`src/rtl/dm_pkg.sv`:
```
// Shared definitions for the debug-module run-control block: register
// addresses, dmcontrol/dmstatus layouts and the per-hart run state.
package dm_pkg;

   localparam logic [6:0] DM_DMCONTROL = 7'h10;
   localparam logic [6:0] DM_DMSTATUS  = 7'h11;
   localparam logic [3:0] DM_VERSION   = 4'd2;

   typedef struct packed {
      logic       haltreq;
      logic       resumereq;
      logic [3:0] zero1;
      logic [9:0] hartsello;
      logic [13:0] zero0;
      logic       ndmreset;
      logic       dmactive;
   } dmcontrol_t;

   typedef struct packed {
      logic [13:0] zero2;
      logic        allresumeack;
      logic        anyresumeack;
      logic        allnonexistent;
      logic        anynonexistent;
      logic [1:0]  zero1;
      logic        allrunning;
      logic        anyrunning;
      logic        allhalted;
      logic        anyhalted;
      logic        authenticated;
      logic [2:0]  zero0;
      logic [3:0]  version;
   } dmstatus_t;

   typedef enum logic [1:0] {
      HS_RUNNING,
      HS_HALT_PEND,
      HS_HALTED,
      HS_RESUME_PEND
   } hart_state_e;

   // Only one hart is ever selected, so each any*/all* pair carries the same bit.
   function automatic dmstatus_t make_dmstatus(input logic exists,
                                               input logic is_halted,
                                               input logic is_running,
                                               input logic resumeack);
      dmstatus_t s;
      s                = '0;
      s.allresumeack   = resumeack;
      s.anyresumeack   = resumeack;
      s.allnonexistent = ~exists;
      s.anynonexistent = ~exists;
      s.allrunning     = is_running;
      s.anyrunning     = is_running;
      s.allhalted      = is_halted;
      s.anyhalted      = is_halted;
      s.authenticated  = 1'b1;
      s.version        = DM_VERSION;
      return s;
   endfunction

endpackage

```
`src/rtl/dm_hart_fsm.sv`:
```
// Halt/resume state machine and resume acknowledge flag for a single hart.
module dm_hart_fsm
   import dm_pkg::*;
(
   input  logic clk,
   input  logic rst,
   input  logic sel,
   input  logic wr_halt,
   input  logic wr_nohalt,
   input  logic wr_resume,
   input  logic active,
   input  logic halted,
   output logic halt_req,
   output logic resume_req,
   output logic is_halted,
   output logic is_running,
   output logic resumeack
);

   hart_state_e state_q, state_d;
   logic        ack_q, ack_d;

   // NOTE: state registers use non-blocking assignments so every flop in the
   // design samples the pre-edge values, independent of process ordering.
   always_ff @(posedge clk or negedge rst) begin
      if (!rst) begin
         state_q <= HS_RUNNING;
         ack_q   <= 1'b0;
      end else begin
         state_q <= state_d;
         ack_q   <= ack_d;
      end
   end

   // NOTE: hold values are assigned before any branch so no path through this
   // block leaves state_d/ack_d unassigned, which would infer a latch.
   always_comb begin
      state_d = state_q;
      ack_d   = ack_q;
      if (!active) begin
         state_d = halted ? HS_HALTED : HS_RUNNING;
         ack_d   = 1'b0;
      end else begin
         unique case (state_q)
            HS_RUNNING: begin
               if (halted)               state_d = HS_HALTED;
               else if (sel && wr_halt)  state_d = HS_HALT_PEND;
            end
            HS_HALT_PEND: begin
               if (halted)                 state_d = HS_HALTED;
               else if (sel && wr_nohalt)  state_d = HS_RUNNING;
            end
            HS_HALTED: begin
               if (sel && wr_resume) begin
                  state_d = HS_RESUME_PEND;
                  ack_d   = 1'b0;
               end
            end
            HS_RESUME_PEND: begin
               if (!halted) begin
                  state_d = HS_RUNNING;
                  ack_d   = 1'b1;
               end
            end
         endcase
      end
   end

   assign halt_req   = (state_q == HS_HALT_PEND);
   assign resume_req = (state_q == HS_RESUME_PEND);
   assign is_halted  = (state_q == HS_HALTED)  || (state_q == HS_RESUME_PEND);
   assign is_running = (state_q == HS_RUNNING) || (state_q == HS_HALT_PEND);
   assign resumeack  = ack_q;

endmodule

```
`src/rtl/dm_run_control.sv`:
```
// Debug-module run control: DMI request/response handshake, dmcontrol register,
// dmstatus aggregation for the selected hart and one run-control FSM per hart.
module dm_run_control
   import dm_pkg::*;
#(
   parameter int NHARTS    = 2,
   parameter int HARTSEL_W = 4
) (
   input  logic              clk,
   input  logic              rst,
   input  logic              req_valid,
   output logic              req_ready,
   input  logic [6:0]        req_addr,
   input  logic              req_wr,
   input  logic [31:0]       req_wdata,
   output logic              rsp_valid,
   input  logic              rsp_ready,
   output logic [31:0]       rsp_rdata,
   output logic              rsp_err,
   input  logic [NHARTS-1:0] halted,
   output logic [NHARTS-1:0] halt_req,
   output logic [NHARTS-1:0] resume_req,
   output logic              ndmreset,
   output logic              dmactive
);

   dmcontrol_t           wcmd;
   dmcontrol_t           ctrl_rd;
   dmstatus_t            status_rd;
   logic                 req_fire;
   logic                 ctrl_wr;
   logic                 ctrl_eff;
   logic                 wr_halt, wr_nohalt, wr_resume;
   logic                 haltreq_q, ndmreset_q, dmactive_q;
   logic [HARTSEL_W-1:0] hartsel_q;
   logic [HARTSEL_W-1:0] wsel;
   logic [NHARTS-1:0]    hart_sel;
   logic [NHARTS-1:0]    hart_halted, hart_running, hart_ack;
   logic                 sel_exists, sel_halted, sel_running, sel_ack;
   logic [31:0]          rdata_d;
   logic                 err_d;
   logic                 unused_wdata;

   assign req_ready = ~rsp_valid;
   assign req_fire  = req_valid & req_ready;
   assign wcmd      = dmcontrol_t'(req_wdata);
   assign wsel      = wcmd.hartsello[HARTSEL_W-1:0];
   assign ctrl_wr   = req_fire & req_wr & (req_addr == DM_DMCONTROL);

   // A write only carries requests when the DM is active before and after it;
   // any write that leaves or finds the DM inactive clears every other field.
   assign ctrl_eff  = ctrl_wr & dmactive_q & wcmd.dmactive;
   assign wr_halt   = ctrl_eff & wcmd.haltreq;
   assign wr_nohalt = ctrl_eff & ~wcmd.haltreq;
   assign wr_resume = ctrl_eff & ~wcmd.haltreq & wcmd.resumereq;

   assign unused_wdata = ^req_wdata;

   always_comb begin
      hart_sel = '0;
      for (int i = 0; i < NHARTS; i++) begin
         hart_sel[i] = (wsel == HARTSEL_W'(i));
      end
   end

   always_ff @(posedge clk or negedge rst) begin
      if (!rst) begin
         dmactive_q <= 1'b0;
         haltreq_q  <= 1'b0;
         hartsel_q  <= '0;
         ndmreset_q <= 1'b0;
      end else if (ctrl_wr) begin
         dmactive_q <= wcmd.dmactive;
         haltreq_q  <= ctrl_eff & wcmd.haltreq;
         hartsel_q  <= ctrl_eff ? wsel : '0;
         ndmreset_q <= ctrl_eff & wcmd.ndmreset;
      end
   end

   assign ndmreset = ndmreset_q;
   assign dmactive = dmactive_q;

   for (genvar g = 0; g < NHARTS; g++) begin : g_hart
      dm_hart_fsm u_fsm (
         .clk        (clk),
         .rst        (rst),
         .sel        (hart_sel[g]),
         .wr_halt    (wr_halt),
         .wr_nohalt  (wr_nohalt),
         .wr_resume  (wr_resume),
         .active     (dmactive_q),
         .halted     (halted[g]),
         .halt_req   (halt_req[g]),
         .resume_req (resume_req[g]),
         .is_halted  (hart_halted[g]),
         .is_running (hart_running[g]),
         .resumeack  (hart_ack[g])
      );
   end

   // A hartsel with no matching hart leaves every per-hart status bit at 0.
   always_comb begin
      sel_exists  = 1'b0;
      sel_halted  = 1'b0;
      sel_running = 1'b0;
      sel_ack     = 1'b0;
      for (int i = 0; i < NHARTS; i++) begin
         if (hartsel_q == HARTSEL_W'(i)) begin
            sel_exists  = 1'b1;
            sel_halted  = hart_halted[i];
            sel_running = hart_running[i];
            sel_ack     = hart_ack[i];
         end
      end
   end

   assign status_rd = make_dmstatus(sel_exists, sel_halted, sel_running, sel_ack);

   always_comb begin
      ctrl_rd           = '0;
      ctrl_rd.haltreq   = haltreq_q;
      ctrl_rd.hartsello = 10'(hartsel_q);
      ctrl_rd.ndmreset  = ndmreset_q;
      ctrl_rd.dmactive  = dmactive_q;
   end

   always_comb begin
      rdata_d = '0;
      err_d   = 1'b0;
      case (req_addr)
         DM_DMCONTROL: if (!req_wr) rdata_d = ctrl_rd;
         DM_DMSTATUS:  if (!req_wr) rdata_d = status_rd;
         default:      err_d = 1'b1;
      endcase
   end

   always_ff @(posedge clk or negedge rst) begin
      if (!rst) begin
         rsp_valid <= 1'b0;
         rsp_rdata <= '0;
         rsp_err   <= 1'b0;
      end else if (req_fire) begin
         rsp_valid <= 1'b1;
         rsp_rdata <= rdata_d;
         rsp_err   <= err_d;
      end else if (rsp_ready) begin
         rsp_valid <= 1'b0;
      end
   end

endmodule

```
`config.mk`:
```
export PLATFORM = sky130hd
export DESIGN_NAME = dm_run_control
export DESIGN_NICKNAME = d
export VERILOG_FILES = /design/src/rtl/dm_pkg.sv /design/src/rtl/dm_hart_fsm.sv /design/src/rtl/dm_run_control.sv
export SDC_FILE = /design/constraint.sdc
export NUM_CORES = 1
export LEC_CHECK = 0
export ABC_AREA = 1
export BUFFER_PORTS_ARGS = -buffer_cell sky130_fd_sc_hd__buf_4
export CAP_MARGIN = 25
export CELL_PAD_IN_SITES_DETAIL_PLACEMENT = 0
export CELL_PAD_IN_SITES_GLOBAL_PLACEMENT = 1
export CORE_MARGIN = 2
export CORE_UTILIZATION = 33
export CTS_CLUSTER_SIZE = 12
export DETAILED_ROUTE_END_ITERATION = 12
export PLACE_DENSITY_LB_ADDON = 0.12
export SLEW_MARGIN = 20
export SYNTH_ARGS = -nofsm -noshare
export SYNTH_HDL_FRONTEND = slang
export SYNTH_HIERARCHICAL = 1
export SYNTH_SLANG_ARGS = --single-unit
export TNS_END_PERCENT = 100
```
`constraint.sdc`:
```
create_clock -name clk -period 3.2 [get_ports clk]
set_input_delay 0.16 -clock clk [delete_from_list [all_inputs] [get_ports clk]]
set_output_delay 0.16 -clock clk [all_outputs]
set_load 0.005 [all_outputs]
```
# Word-level counts from Yosys, hierarchy flattened
# Cells that the tools add are included.
# Widths: inputs -> output; s select.
[word_totals]
regBits = 47
input_bits = 46
out_inout_bits = 41
elab_cells = 104
[op_classes]
eq_ne = 20
mux = 41
bitwise = 12
reduce_logical = 20
[op_table]
columns = ["operator", "count"]
rows = [
  ["$pmux 32 s2", 1],
  ["$mux 2", 16],
  ["$mux 32", 1],
  ["$mux 18", 1],
  ["$mux 1", 17],
  ["$pmux 2 s4", 2],
  ["$eq 7x5->1 const B", 2],
  ["$and 1x1->1", 9],
  ["$eq 2x2->1 const B", 4],
  ["$eq 4x1->1 const B", 2],
  ["$logic_not 4->1", 2],
  ["$ne 4x3->1 const B", 2],
  ["$ne 4x4->1 const B", 2],
  ["$reduce_and 4->1", 2],
  ["$logic_and 1x1->1", 6],
  ["$ne 3x1->1 const B", 2],
  ["$ne 3x2->1 const B", 2],
  ["$ne 3x3->1 const B", 2],
  ["$reduce_and 3->1", 2],
  ["$eq 2x1->1 const B", 2],
  ["$logic_not 2->1", 2],
  ["$logic_or 1x1->1", 4],
  ["$mux 4", 1],
  ["$pmux 1 s2", 2],
  ["3 further kinds", 5],
]

# Logic depth before layout (Yosys ltp)
[depth]
ltp_word = 12
mapped_depth = 12
ltp_nobuf = 12

# Hierarchy
# Netlist, hierarchy kept.
[modules_own_cells]
columns = ["module", "n_inst", "cells_each", "area_each_um2", "seq_area_each_um2"]
rows = [
  ["dm_run_control", 1, 146, 1182.4, 500.5],
  ["dm_hart_fsm", 2, 37, 221.5, 75.1],
]

# Worst setup path before layout
# OpenSTA, ideal clock, no wires.
[synth_path]
kind = "reg2reg"
start = "register rsp_valid"
end = "register g_hart[0].u_fsm.state_q[0]"
setup_time_ns = 0.117
t_arrival_ns = 1.431
required_time_ns = 3.083
slack_ns = 1.653
stages_incl_launch_ff = 13
path_buffers = 0
synth_period_minus_slack_ns = 1.547
path_cell_list = "dfrtp_1 -> inv_2 -> nand2_4 -> nor2_2 -> nand4_4 -> nor2_1 -> nand2_1 -> nand3_1 -> nand2_1 -> nand2_1 -> nand2_1 -> nand2_1 -> nand2_1"
[synth_between]
elab_chain_cells = 11
word_cells_on_any_way = 16
classes_between = "3 x eq/ne; 9 x bitwise; 4 x reduce/logical"
[synth_rtl]
columns = ["element", "line_no", "text"]
rows = [
  ["start, declared", "dm_run_control.sv:16", "output logic rsp_valid,"],
  ["start signal, assigned", "dm_run_control.sv:139", "rsp_valid <= 1'b0;"],
  ["start signal, assigned", "dm_run_control.sv:143", "rsp_valid <= 1'b1;"],
  ["start signal, assigned", "dm_run_control.sv:147", "rsp_valid <= 1'b0;"],
  ["$not 1->1 *", "dm_run_control.sv:44", "assign req_ready = ~rsp_valid;"],
  ["named net req_ready", "dm_run_control.sv:12", "output logic req_ready,"],
  ["$and 1x1->1 *", "dm_run_control.sv:45", "assign req_fire = req_valid & req_ready;"],
  ["$and 1x1->1 * (2 in series)", "dm_run_control.sv:48", "assign ctrl_wr = req_fire & req_wr & (req_addr == DM_DMCONTROL);"],
  ["$and 1x1->1 * (2 in series)", "dm_run_control.sv:52", "assign ctrl_eff = ctrl_wr & dmactive_q & wcmd.dmactive;"],
  ["$and 1x1->1 *", "dm_run_control.sv:54", "assign wr_nohalt = ctrl_eff & ~wcmd.haltreq;"],
  ["named net wr_nohalt", "dm_run_control.sv:33", "logic wr_halt, wr_nohalt, wr_resume;"],
  ["$and 1x1->1", "dm_run_control.sv:55", "assign wr_resume = ctrl_eff & ~wcmd.haltreq & wcmd.resumereq;"],
  ["$logic_and 1x1->1", "dm_hart_fsm.sv:54", "if (sel && wr_resume) begin"],
  ["$ne 3x2->1 (no source line)", "-", ""],
  ["$reduce_and 4->1 (no source line) *", "-", ""],
  ["end signal, assigned", "dm_hart_fsm.sv:30", "state_q <= state_d;"],
  ["end, declared", "dm_hart_fsm.sv:20", "hart_state_e state_q, state_d;"],
]
# The timed path passes the listed nets; every way through them passes the cells marked *.
# A chain may end at the register's enable or synchronous reset.

# Worst setup path after layout
[layout_path]
start = "register rsp_valid"
end = "register g_hart[1].u_fsm.state_q[0]"
[layout_between]
word_cells_on_any_way = 16
classes_between = "3 x eq/ne; 9 x bitwise; 4 x reduce/logical"
[layout_lines]
columns = ["element", "line_no", "text"]
rows = [
  ["$not 1->1", "dm_run_control.sv:44", ""],
  ["$and 1x1->1", "dm_run_control.sv:45", ""],
  ["$and 1x1->1 (2 in series)", "dm_run_control.sv:48", ""],
  ["$and 1x1->1 (2 in series)", "dm_run_control.sv:52", ""],
  ["$and 1x1->1", "dm_run_control.sv:53", "assign wr_halt = ctrl_eff & wcmd.haltreq;"],
  ["named net wr_halt", "dm_run_control.sv:33", ""],
  ["$logic_and 1x1->1", "dm_hart_fsm.sv:47", "else if (sel && wr_halt) state_d = HS_HALT_PEND;"],
  ["$ne 4x3->1 (no source line)", "-", ""],
  ["$reduce_and 4->1 (no source line)", "-", ""],
  ["end signal, assigned", "dm_hart_fsm.sv:30", ""],
  ["end, declared", "dm_hart_fsm.sv:20", ""],
]
# The timed path passes the listed nets, and every way through them passes these cells.

==> summary.txt <==
Run status
  – Run status: finished clean

Routing
  – Vias/cell: 4.24
  – Wire length per cell: 10.5 um
  – Via count: 1,395
  – WL final: 3460 um
  – Initial DRC Count: 62
  – Drt first pass iters: 4
  – DR DRC count: 0
  – ANT nets after route: 0

Synthesis
  – EDFF count, synth: 0
  – Share of the synthesized area in the top cell type: 40.0%
  – Count of cell types in the netlist: 26
  – Dominant synthesized flop cell: dfrtp_1
  – Synthesized area per cell: 7.39 um^2
  – Syn Std Cell Area: 1630 um^2
  – Register area share after synthesis: 40.0%
  – Area contributors post-synth: dfrtp_1 40%, nand2_1 17%, buf_4 9.7%, nand3_1 6.5%, inv_1 5.3%
  – Most frequent cell after synthesis: nand2_1
  – Synth area leader: dfrtp_1
  – Cells after Synth: 220
  – Yosys reg bits: 26
  – Top cells by count, synth: 72 x nand2_1, 26 x dfrtp_1, 23 x inv_1
  – Yosys synthesis warning count: 6
  – Asr flop ratio synth: 100%

Critical path
  – Slowest CP cell: dfrtp_1
  – Startpoint type of the worst setup path: flip-flop
  – Critical path type: flip-flop to flip-flop
  – Data arrival, critical path: 2010 ps
  – Crit Path Max Fanout: 16
  – Crit path max-delay family: simple AND/OR/NAND/NOR gates
  – Max stage delay on crit path: 390 ps
  – Crit-path cells: inv_2 > nand2_4 > nor2_2 > nand4_4 > nor2_1 > nand2_1 > nand2_1 > nand2_1 > nand2_1 > nand2_1 > nand2_1 > nand2_1
  – Worst setup EP type: flip-flop
  – Most frequent CP cell: nand2_1
  – Critical Path Start: rsp_valid
  – Worst Path Required: 3370 ps
  – CP Buf/Inv Count: 1
  – Reg-to-Reg Start: rsp_valid

STA
  – Setup Skew: 1.88 ps
  – Final Hold Vio Count: 0
  – Fin crit period: 1830 ps
  – Final setup vio count: 0
  – Setup TNS: 0 ps
  – Final WS setup: 1370 ps
  – RSZ-0062 raised after global routing: no
  – Final worst path period share: 57.2%
  – Slew Limit Fails: 0
  – Max Clock Freq: 546 MHz

Finish
  – Fill count: 505
  – Nets: 309
  – Share of layout cells above drive strength 1: 24.8%
  – Non-Filler Instances: 329
  – Final instance area: 2010 um^2
  – Antenna fix cells: 0
  – Area delta synth->final: 23.9%

Die
  – Die width: 74.2 um
  – # IOs: 87
  – Height of the chip: 74.2 um
  – Die Area: 5500 um^2
  – Starting density of the core: 34.4%
  – Core ar.: 4720 um^2
  – # rows: 25

Global route
  – Initial antenna violation count: 0
  – Vias in the first global route: 1,315
  – All-Layer GR Usage: 13.9%
  – First-pass GRT wire length: 5870 um
  – Remaining global-route overflow: 0
  – Largest net degree at the start of global routing: 27

CTS
  – Clock Sinks: 26
  – Setup Fix Bufs, Post-CTS: 0
  – CTS root buf: clkbuf_8
  – Longest Clk Path Bufs: 2
  – Worst-path clk slew: 90 ps
  – CTS tree: done
  – H-Tree Depth: 1
  – Cts bufs inserted: 3
  – Skew-Pair Late Insertion Delay: 270 ps
  – PostCTS Resize Cnt: 0

Placed design
  – Buffers on Ports: 44
  – Placement Cell Area: 1930 um^2
  – Detailed Place HPWL: 2680 um
  – Placer Congestion: 0.691
  – Pre-CTS setup slack: 1350 ps
  – Cells after DPL: 324

Pwr
  – IR drop worst, VDD: 153 uV
  – Leakage Power: 1.14 nW
  – Cell area power density: 348 nW/um^2
  – Tot Pwr: 0.702 mW

Worst hold path
  – Worst Min Path Start: rsp_ready
  – Hold crit path type: input pin to flip-flop

Flow run
  – Max-cap viol count: 0
what timing repair did:
action / in CTS / in global routing
setup endpoints to repair: 0 / 0
hold buffers: 1 / 0
hold endpoints to repair: 26 / 0
through the flow:
stage	utilization [%]	hold WS, ps
2_1_floorplan	-	-136
5_1_grt	42.6	79.5
4_1_cts	42.6	58.7
3_5_place_dp	40.9	101
6_report	42.6	66.3
3_3_place_gp	40.9	98.7
where the power goes:
| group | internal (mW) | total, mW | switching (mW) |
|---|---|---|---|
| clock | 0.168 | 0.276 | 0.109 |
| sequential | 0.333 | 0.341 | 0.00746 |
| combinational | 0.0358 | 0.0844 | 0.0486 |
path summary, 6_finish.rpt:
kind | to | slack [ps] | cells past startpoint
hold reg to reg | rsp_rdata[16] | 490 | 2
setup / recovery | g_hart[1].u_fsm/state_q[0] | 1370 | 12
setup reg to reg | g_hart[1].u_fsm/state_q[0] | 1370 | 12
max in group asynchronous | g_hart[1].u_fsm/state_q[0] | 2630 | 2
hold / removal | rsp_valid | 70 | 2
min in group asynchronous | rsp_rdata[15] | 330 | 2
cells in the final DEF, fill, tap and decap left out, drive strengths merged, types with 3 or more instances in the layout:
cell type and instances:
o21ai 12, nand2 75, conb 18, buf 44, nor3 4, dfrtp 26
nand3 23, clkbuf 3, inv 24, nor2 20, a21oi 5
final cells by class:
class / instances / area, um^2 / area share, %
multi-input cells: 161 / 771 / 38.3
clock buffers: 3 / 41.3 / 2.05
clock inverters: 1 / 30.0 / 1.49
inverters: 26 / 97.6 / 4.84
well taps: 67 / 83.8 / 4.16
flip-flops and latches: 26 / 651 / 32.3
repair buffers: 45 / 340 / 16.9
cells by family after synthesis:
| group | count (synthesis) | synth area share (%) |
|---|---|---|
| flip-flops | 26 | 40.0 |
| AND/OR/NAND/NOR | 124 | 37.0 |
| other | 1 | 0.231 |
| AO/OA/AOI/OAI | 19 | 6.24 |
| buffers and inverters | 50 | 16.5 |
registers in the layout (all words and copies together), names as in the netlist:
| name | count |
|---|---|
| dmactive | 1 |
| g_hart.u_fsm/resumeack | 2 |
| g_hart.u_fsm/state_q | 4 |
| haltreq_q | 1 |
| hartsel_q | 4 |
| ndmreset | 1 |
| rsp_err | 1 |
| rsp_rdata | 11 |
| rsp_valid | 1 |
worst register-to-register path, delay by kind of cell, from the launching register on:
| kind | cells | cell delay (ps) |
|---|---|---|
| flops | 1 | 390 |
| simple gates | 11 | 1260 |
| buf+inv | 1 | 90 |
per-layer routing:
| layer | up-vias | GRT usage [%] | part of all wire [%] |
|---|---|---|---|
| met3 | 4 | 2.03 | 4.8 |
| met5 | - | 0 | 0 |
| li1 | 736 | - | - |
| met4 | 0 | 5.45 | 1.1 |
| met1 | 610 | 18.9 | 48 |
| met2 | 45 | 22.4 | 46 |
Power figures use the tool's default switching activity.
